<file path="src/rtl/wash_pkg.sv">
// Shared constants for the washing-machine display path: time widths, digit index type and
// active-low 7-segment codes {g,f,e,d,c,b,a}.
package wash_pkg;

  localparam int unsigned TT_W = 6;
  localparam int unsigned TM_W = 5;

  typedef logic [1:0] dig_idx_t;

  localparam logic [6:0] SEG_0   = 7'b1000000;
  localparam logic [6:0] SEG_1   = 7'b1111001;
  localparam logic [6:0] SEG_2   = 7'b0100100;
  localparam logic [6:0] SEG_3   = 7'b0110000;
  localparam logic [6:0] SEG_4   = 7'b0011001;
  localparam logic [6:0] SEG_5   = 7'b0010010;
  localparam logic [6:0] SEG_6   = 7'b0000010;
  localparam logic [6:0] SEG_7   = 7'b1111000;
  localparam logic [6:0] SEG_8   = 7'b0000000;
  localparam logic [6:0] SEG_9   = 7'b0010000;
  localparam logic [6:0] SEG_OFF = 7'b1111111;

endpackage

</file>
<file path="src/rtl/wash_seg_decode.sv">
// Combinational BCD digit to active-low 7-segment decoder; codes above 9 render dark.
module wash_seg_decode
  import wash_pkg::*;
(
  input  logic [3:0] digit,
  output logic [6:0] seg
);

  always_comb begin
    seg = SEG_OFF;
    case (digit)
      4'd0:    seg = SEG_0;
      4'd1:    seg = SEG_1;
      4'd2:    seg = SEG_2;
      4'd3:    seg = SEG_3;
      4'd4:    seg = SEG_4;
      4'd5:    seg = SEG_5;
      4'd6:    seg = SEG_6;
      4'd7:    seg = SEG_7;
      4'd8:    seg = SEG_8;
      4'd9:    seg = SEG_9;
      default: seg = SEG_OFF;
    endcase
  end

endmodule

</file>
<file path="src/rtl/wash_seg_scan.sv">
// 4-digit multiplexed display scanner: digits 3..2 total time, 1..0 stage time, frame-coherent
// input snapshot. Define WASH_SEG_LZB_EN to blank leading zeros of the tens digits.
module wash_seg_scan
  import wash_pkg::*;
#(
  parameter int unsigned SCAN_DIV = 50000,
  parameter int unsigned DIG_N    = 4
) (
  input  logic            clk,
  input  logic            rst,
  input  logic [TT_W-1:0] tt,
  input  logic [TM_W-1:0] tm,
  input  logic            blank,
  output logic [6:0]      C,
  output logic [3:0]      A,
  output dig_idx_t        dig_idx,
  output logic            frame
);

  localparam int unsigned PW       = (SCAN_DIV > 1) ? $clog2(SCAN_DIV) : 1;
  localparam dig_idx_t    LAST_IDX = dig_idx_t'(DIG_N - 1);

  logic [PW-1:0]   presc;
  logic            tick;
  logic [TT_W-1:0] tt_s, tt_rem;
  logic [TM_W-1:0] tm_s, tm_rem;
  logic [3:0]      tt_tens, tm_tens, digit;
  logic            tt_dark, tm_dark;
  logic [6:0]      seg;

  assign tick = (presc == PW'(SCAN_DIV - 1));

  // Decimal split by threshold compares; operands are at most 63, so no divider is needed.
  always_comb begin
    tt_tens = 4'd0;
    tm_tens = 4'd0;
    for (int k = 1; k <= 6; k++) begin
      if (tt_s >= TT_W'(k * 10)) tt_tens = 4'(k);
    end
    for (int k = 1; k <= 3; k++) begin
      if (tm_s >= TM_W'(k * 10)) tm_tens = 4'(k);
    end
    tt_rem = tt_s - TT_W'(tt_tens * 4'd10);
    tm_rem = tm_s - TM_W'(tm_tens * 4'd10);
  end

`ifdef WASH_SEG_LZB_EN
  assign tt_dark = (tt_s < TT_W'(10));
  assign tm_dark = (tm_s < TM_W'(10));
`else
  assign tt_dark = 1'b0;
  assign tm_dark = 1'b0;
`endif

  // Code 0xF decodes to all segments off, used for a blanked tens digit.
  always_comb begin
    digit = 4'hF;
    case (dig_idx)
      2'd0: digit = tm_rem[3:0];
      2'd1: digit = tm_dark ? 4'hF : tm_tens;
      2'd2: digit = tt_rem[3:0];
      2'd3: digit = tt_dark ? 4'hF : tt_tens;
      default: digit = 4'hF;
    endcase
  end

  wash_seg_decode u_decode (
    .digit (digit),
    .seg   (seg)
  );

  // A and C are loaded on the same edge so anode and segment pattern never disagree.
  always_ff @(posedge clk) begin
    if (rst) begin
      presc   <= '0;
      dig_idx <= '0;
      tt_s    <= '0;
      tm_s    <= '0;
      A       <= 4'b1111;
      C       <= SEG_OFF;
      frame   <= 1'b0;
    end else begin
      presc <= tick ? '0 : presc + 1'b1;
      frame <= 1'b0;
      if (tick) begin
        if (dig_idx == LAST_IDX) begin
          dig_idx <= '0;
          tt_s    <= tt;
          tm_s    <= tm;
          frame   <= 1'b1;
        end else begin
          dig_idx <= dig_idx + 1'b1;
        end
      end
      if (blank) begin
        A <= 4'b1111;
        C <= SEG_OFF;
      end else begin
        A <= ~(4'b0001 << dig_idx);
        C <= seg;
      end
    end
  end

endmodule

</file>
<file path="config.mk">
export PLATFORM = sky130hd
export DESIGN_NAME = wash_seg_scan
export DESIGN_NICKNAME = d
export VERILOG_FILES = /design/src/rtl/wash_pkg.sv /design/src/rtl/wash_seg_decode.sv /design/src/rtl/wash_seg_scan.sv
export SDC_FILE = /design/constraint.sdc
export NUM_CORES = 1
export LEC_CHECK = 0
export ABC_AREA = 1
export BUFFER_PORTS_ARGS = -buffer_cell sky130_fd_sc_hd__buf_4
export CAP_MARGIN = 20
export CORE_MARGIN = 3
export CORE_UTILIZATION = 50
export CTS_BUF_LIST = sky130_fd_sc_hd__clkbuf_8
export CTS_CLUSTER_DIAMETER = 100
export CTS_CLUSTER_SIZE = 20
export DETAILED_ROUTE_END_ITERATION = 6
export PLACE_DENSITY = 0.73
export SYNTH_ARGS = -nofsm -noshare
export SYNTH_HDL_FRONTEND = slang
export SYNTH_SLANG_ARGS = --single-unit
</file>
<file path="constraint.sdc">
create_clock -name clk -period 2.4 [get_ports clk]
set_input_delay 0 -clock clk [delete_from_list [all_inputs] [get_ports clk]]
set_output_delay 0 -clock clk [all_outputs]
set_load 0.005 [all_outputs]
</file>
==> flow_metrics.py, run 1 <==
metrics = {
    "yosys": {
        "netlist.area_leader.share": 0.387,
        "synth_area_sq_um": 2120,
        "avgSynthCellArea_sq_um": 7.73,
        "ys_seq_elements": 41,
        "synth_seq_area_share": 0.387,
        "yosysWarnings": 0,
        "ys_types": 33,
        "synth_top_area_cell": "dfxtp_1",
        "ys_top_cells_by_area": "dfxtp_1 (39%), nand2_1 (9.7%), inv_1 (7.1%)",
        "netlist_instances": 274,
        "synth_fp_nets": 301,
    },
    "cells_and_area": {
        "areaGrowthSynthToFinish_pct": 29.8,
        "fill_cells": 325,
        "regArea_sq_um": 831,
        "multi_input_area_sq_um": 1170,
        "fin_nets": 354,
        "utilization": 0.677,
        "antennaDiodeCount": 0,
        "fin_area_sq_um": 2750,
        "drive_above_1_share": 0.284,
        "layout_commonest_cell": "nand2_1",
        "final_cells": 378,
        "most-common-layout-cells": "nand2_1 (50), inv_1 (38), dfxtp_1 (37), buf_4 (37), nor2_1 (35)",
    },
    "cts": {
        "cts_num_sinks": 41,
        "clk_pin_slew_worst_paths_ns": 0.08,
        "numCtsBuffers": 5,
        "tritoncts": "done",
        "clk_latency_ns": 0.30,
        "htree_levels": 2,
        "clk_path_buf_depth": 2,
        "cts_root_buffer": "clkbuf_8",
    },
    "setup_path": {
        "cp.required_ns": 2.58,
        "rr_startpoint": "tt_s[3]",
        "cp.arrival_ns": 2.58,
        "endpoint_kind": "register",
        "crit_path_end": "C[3]",
        "r2r.worst_path.cells": 14,
        "ff2ff_setup_slack_ns": 0.005,
        "cp_max_fo": 6,
        "timing.rr.end": "C[3]",
        "worstSetupStartpoint": "tt_s[3]",
        "path_class": "register to register",
        "start_kind": "register",
    },
    "sta": {
        "rsz0062_at_grt": "true",
        "tightest_slew_ns": 0.407,
        "setup_viol": 0,
        "slew_viol_final": 0,
        "period_share": 0.998,
        "finalHoldViolCount": 0,
        "slew_headroom": 0.726,
        "clock_skew_ns": 0.00704,
        "timing.fmax_mhz": 417,
        "min_period_ns": 2.40,
    },
    "power": {
        "vdd.ir_drop.worst_v": 0.000591,
        "total_power_mw": 1.32,
        "power_leakage_nw": 1.18,
        "p_per_area_nw_per_um2": 479,
    },
    "routing": {
        "wl_per_cell_um": 11.0,
        "vias_per_cell": 4.89,
        "ant_nets": 0,
        "drc_errors": 0,
        "firstDrtPassIters": 4,
        "drt_iter0_drc": 72,
        "routed_wl_mm": 4.17,
        "dr_total_vias": 1848,
    },
    "hold_path": {
        "min_from": "tt[4]",
        "hp-class": "input port to register",
    },
    "run": {
        "cap_violations": 0,
    },
    "global_route": {
        "grt_usage": 0.176,
        "grt_pass1_vias": 1756,
        "grt_max_degree": 24,
        "grt_pass1_wl_mm": 7.16,
        "antenna_found_initial": 0,
        "grt-ovfl-total": 0,
    },
    "outcome": {
        "status": "complete, no violations",
    },
    "placed_design": {
        "hpwl_mm": 3.00,
        "place_area_sq_um": 2420,
        "portBuffers": 27,
        "gp_congestion": 0.889,
        "dp.cells": 357,
    },
    "die": {
        "initial_core_util": 0.522,
        "core_sq_um": 4060,
        "die_area_sq_um": 5050,
        "die_x_um": 71.1,
        "ios": 28,
        "rows": 23,
        "die_h_um": 71.1,
    },
}
-- cells by family (layout without fill, tap and decap cells) --
logic type	Yosys count	in the layout	share of synthesized area
AND/OR/NAND/NOR	128	128	0.278
buffers and inverters	46	100	0.0921
AO/OA/AOI/OAI	41	41	0.138
flip-flops	41	41	0.387
adder cells (fa/ha/maj)	13	13	0.0839
XOR/XNOR	5	5	0.0207
-- flip-flops by register name (all words and copies together) (netlist names) --
register,flops
presc,16
dig_idx,2
tm_s,5
tt_s,6
A,4
C,7
frame,1
-- timing repair --
action | in CTS | in global routing
setup endpoints to repair | 7 | 7
resized for setup | 6 | 23
buffers inserted | 1 | 1
hold buffers | 11 | 0
endpoints found under the hold margin | 15 | 0
pin swaps | 1 | 6
-- synthesized netlist by cell type --
| library cell | number |
|---|---|
| nand2_1 | 55 |
| dfxtp_1 | 41 |
| inv_1 | 40 |
| nor2_1 | 39 |
| a21oi_1 | 12 |
| nand3_1 | 12 |
| ha_1 | 11 |
| o21ai_0 | 10 |
| a211oi_2 | 9 |
| nand4_1 | 4 |
| xor2_1 | 4 |
| buf_6 | 3 |
| nand2_2 | 3 |
| nor2_2 | 3 |
| o21ai_1 | 3 |
| a211oi_1 | 2 |
| fa_1 | 2 |
| inv_2 | 2 |
| nor3_1 | 2 |
| nor3_2 | 2 |
| nor3b_1 | 2 |
| o21a_1 | 2 |
| a21boi_0 | 1 |
| a21oi_2 | 1 |
| and2_1 | 1 |
| buf_1 | 1 |
| nand2_4 | 1 |
| nor2_4 | 1 |
| nor3b_2 | 1 |
| nor4_1 | 1 |
| nor4_4 | 1 |
| o211ai_1 | 1 |
| xnor2_1 | 1 |
-- through the flow --
stage	hold WS, ns	setup TNS (ns)	setup WS, ns
detailed placement	0.255	-0.448	-0.0859
finish	0.00186	0	0.00455
global placement	0.258	0	0.0334
global route	0.0140	-1.18	-0.186
CTS	0.00627	-0.00366	-0.00366
floorplan	0.0785	0	0.00604
-- layout make-up --
cell class / instances / share of cell area
Multi-Input combinational cell: 187 / 0.426
Sequential cell: 41 / 0.302
Timing Repair Buffer: 50 / 0.149
Inverter: 42 / 0.0574
Clock buffer: 5 / 0.0250
Tap cell: 50 / 0.0228
Clock inverter: 3 / 0.0168
-- critical path: stages (launching register included) --
cell	delay, ns
dfxtp_4	0.37
buf_4	0.14
nand4_1	0.14
a21boi_2	0.20
ha_2	0.17
fa_1	0.47
nor2_1	0.04
nor2_1	0.08
o21ai_1	0.07
nand2_1	0.10
inv_2	0.07
a21oi_4	0.15
nor2_2	0.07
nor2_4	0.14
nand2_1	0.08
-- how the worst min path moves through the flow --
stage                     endpoint  slack, ns  cells past startpoint
after CTS                  tt_s[4]      0.006                      3
final                      tt_s[4]      0.002                      3
after detailed placement      A[2]       0.25                      3
after global routing       tt_s[4]       0.01                      3
after floorplan            tm_s[0]       0.08                      1
after global placement        A[3]       0.26                      3
-- power breakdown --
group / switching (mW) / internal (mW)
combinational: 0.0277 / 0.0396
sequential: 0.00421 / 0.688
clock: 0.247 / 0.311
-- routing by layer --
metal | up-vias | track usage | share of wire
li1 | 976 | - | -
met2 | 38 | 0.297 | 0.44
met5 | - | 0 | 0
met4 | 0 | 0.0605 | 0.013
met3 | 5 | 0.0469 | 0.047
met1 | 829 | 0.217 | 0.49
No activity file was read; power rests on OpenSTA's default activity.
==> inputs of run 2 (changes only) <==
--- a/config.mk
+++ b/config.mk
@@ -10,10 +10,9 @@
 export CAP_MARGIN = 20
 export CORE_MARGIN = 3
-export CORE_UTILIZATION = 50
+export CORE_UTILIZATION = 30
 export CTS_BUF_LIST = sky130_fd_sc_hd__clkbuf_8
 export CTS_CLUSTER_DIAMETER = 100
 export CTS_CLUSTER_SIZE = 20
 export DETAILED_ROUTE_END_ITERATION = 6
-export PLACE_DENSITY = 0.73
 export SYNTH_ARGS = -nofsm -noshare
 export SYNTH_HDL_FRONTEND = slang
==> constraint.sdc (replaced) <==
create_clock -name clk -period 2.4 [get_ports clk]
set_input_delay 0.48 -clock clk [delete_from_list [all_inputs] [get_ports clk]]
set_output_delay 0.48 -clock clk [all_outputs]
set_load 0.005 [all_outputs]
==> run 2 against run 1 <==
Net effect:
- clock power grew 3%
- global-route usage fell by 6.6 points
- critical path depth grew 4
- non-clock buffer count decreased by 8
- hold slack better by 0.43 ns
- utilization is 27 points lower
- die area up 60%
- worst setup slack worse by 0.023 ns
- largest cell class unchanged
- the flow now finishes with violations (negative setup slack)
- count of clock-buffer cells in the layout is 1 higher
- first-iteration DRC count down 2.8%
==> flow_metrics.py, run 2 (synthesis gave the netlist of run 1 again) <==
metrics = {
    "cells_and_area": {
        "largest_reg_flops": 16,
        "areaGrowthSynthToFinish_pct": 27.6,
        "reg_top3": "presc (16), C (7), tt_s (6)",
        "antennaDiodeCount": 0,
        "layout_commonest_cell": "nand2_1",
        "fill_cells": 710,
        "fin_nets": 346,
        "utilization": 0.409,
        "regMostFlops": "presc",
        "drive_above_1_share": 0.294,
        "most-common-layout-cells": "nand2_1 (51), buf_4 (41), inv_1 (39), dfxtp_1 (36), nor2_1 (34)",
    },
    "routing": {
        "ant_nets": 0,
        "routed_wl_mm": 4.16,
        "dr_wl_met3_um": 152,
        "routed.top_layer": "met4",
        "wl_per_cell_um": 10.1,
        "firstDrtPassIters": 4,
        "drc_errors": 0,
        "vias_per_cell": 4.30,
        "drt_iter0_drc": 70,
        "wl_met1_mm": 2.17,
        "route.met2.wl_mm": 1.75,
        "dr_total_vias": 1777,
    },
    "setup_path": {
        "cp.arrival_ns": 2.60,
        "cp_max_fo": 6,
        "rr_startpoint": "tt_s[3]",
        "r2r.worst_path.cells": 18,
        "cpPeakStageDelay_ns": 0.52,
        "crit_buf_inv": 1,
        "path_class": "register to register",
        "endpoint_kind": "register",
        "timing.rr.end": "C[1]",
        "cp.required_ns": 2.59,
        "cpMostUsedCell": "nor2_2",
        "crit_family": "simple AND/OR/NAND/NOR gates",
        "start_kind": "register",
        "worstPathCellList": "nor2_4 > nor2_2 > nor2_1 > nand2_1 > nand2_2 > nand2_2 > a21boi_2 > ha_2 > fa_2 > nor2_2 > nor2_1 > o21ai_1 > nand2_1 > inv_2 > a21oi_4 > nor2_2 > nor2_4 > o21ai_1",
        "ff2ff_setup_slack_ns": -0.02,
        "crit_slowest_cell": "fa_2",
    },
    "cts": {
        "cts_root_buffer": "clkbuf_8",
        "clk_path_buf_depth": 2,
        "clk_pin_slew_worst_paths_ns": 0.08,
        "numCtsBuffers": 5,
        "tritoncts": "done",
        "cts_num_sinks": 41,
        "clk_latency_ns": 0.29,
        "hold_buffers": 0,
        "htree_levels": 2,
    },
    "placed_design": {
        "gp_congestion": 0.832,
        "dp_slack_ns": -0.0233,
        "hpwl_mm": 3.10,
        "portBuffers": 27,
    },
    "die": {
        "rows": 29,
        "die_area_sq_um": 8110,
        "ios": 28,
        "die_h_um": 90.0,
        "core_sq_um": 6600,
        "initial_core_util": 0.321,
        "die_x_um": 90.0,
    },
    "sta": {
        "timing.fmax_mhz": 414,
        "setup_viol": 4,
        "slew_viol_final": 0,
        "rsz0062_at_grt": "true",
        "finalSetupTns_ns": -0.0391,
        "slew_headroom": 0.737,
        "finalHoldViolCount": 0,
        "layout_setup_ws_ns": -0.0180,
        "clock_skew_ns": 0.00333,
        "min_period_ns": 2.42,
        "period_share": 1.01,
        "tightest_slew_ns": 0.391,
    },
    "hold_path": {
        "min_from": "blank",
        "hp-class": "input port to register",
        "min_delay_worst_endpoint": "A[3]",
        "hold_depth": 3,
    },
    "power": {
        "vdd.ir_drop.worst_v": 0.000206,
        "p_per_area_nw_per_um2": 487,
        "power_leakage_nw": 1.15,
    },
    "run": {
        "cap_violations": 0,
    },
    "outcome": {
        "status": "finished with violations",
        "failed_checks": "negative setup slack",
    },
    "global_route": {
        "grt_pass1_wl_mm": 7.37,
        "grt_usage": 0.110,
        "grt_pass1_vias": 1737,
        "grt_max_degree": 24,
        "antenna_found_initial": 0,
        "grt-ovfl-total": 0,
    },
}
## run 2: cell count changes in the layout (fill, tap and decap cells not counted), sizes merged
cell / previous run / this run
buf: 39 / 42
clkbuf: 5 / 6
clkinv: 1 / 0
clkinvlp: 1 / 0
dlygate4sd3: 11 / 0
inv: 42 / 43
## run 2: how the worst max path moves through the flow
stage	end	cells after the start	slack, ns	start
2_1_floorplan	C[1]	18	0.006	tt_s[3]
3_3_place_gp	C[1]	18	0.02	tt_s[2]
3_5_place_dp	C[1]	18	-0.02	tt_s[3]
4_1_cts	C[1]	18	0.002	tt_s[4]
5_1_grt	C[2]	18	-0.23	tt_s[4]
6_report	C[1]	18	-0.02	tt_s[3]
## run 2: what timing repair did
action | 4_1_cts | 5_1_grt
endpoints found under the setup margin | 7 | 7
pin swaps | 3 | 11
gates resized for setup | 10 | 17
buffers inserted | 0 | 1
## run 2: routing by layer
layer | track usage | vias to the layer above
met1 | 0.142 | 771
met4 | 0.0574 | 0
met3 | 0.0292 | 6
met2 | 0.168 | 33
li1 | - | 967
met5 | 0 | -
## run 2: area by class of cell
type / count / area (sq um) / area share
Multi-Input combinational cell: 187 / 1160 / 0.430
Sequential cell: 41 / 832 / 0.308
Timing Repair Buffer: 42 / 319 / 0.118
Inverter: 42 / 158 / 0.0583
Tap cell: 93 / 116 / 0.0430
Clock buffer: 6 / 82.6 / 0.0305
Clock inverter: 2 / 33.8 / 0.0125
## run 2: per-stage QoR
step           total power [mW]  cells  hold slack [ns]  instance area, sq um
3_5_place_dp              0.764    404            0.440                  2510
2_1_floorplan             0.734    274            0.417                  2120
5_1_grt                    1.38    413            0.448                  2700
4_1_cts                    1.34    412            0.421                  2650
6_report                   1.32    413            0.431                  2700
3_3_place_gp              0.763    404            0.430                  2510
## run 2: power by group
group	leakage (nW)	total, mW	internal [mW]	switching (mW)
clock network	0.0626	0.572	0.335	0.237
registers	0.336	0.692	0.688	0.00432
logic	0.756	0.0527	0.0277	0.0249
## run 2: worst register-to-register path: cells and delay by family (launching register included)
family / cells / cell delay [ns]
compound gates: 4 / 0.35
fa+ha+maj: 2 / 0.70
buf+inv: 1 / 0.06
flops: 1 / 0.37
simple gates: 11 / 0.82
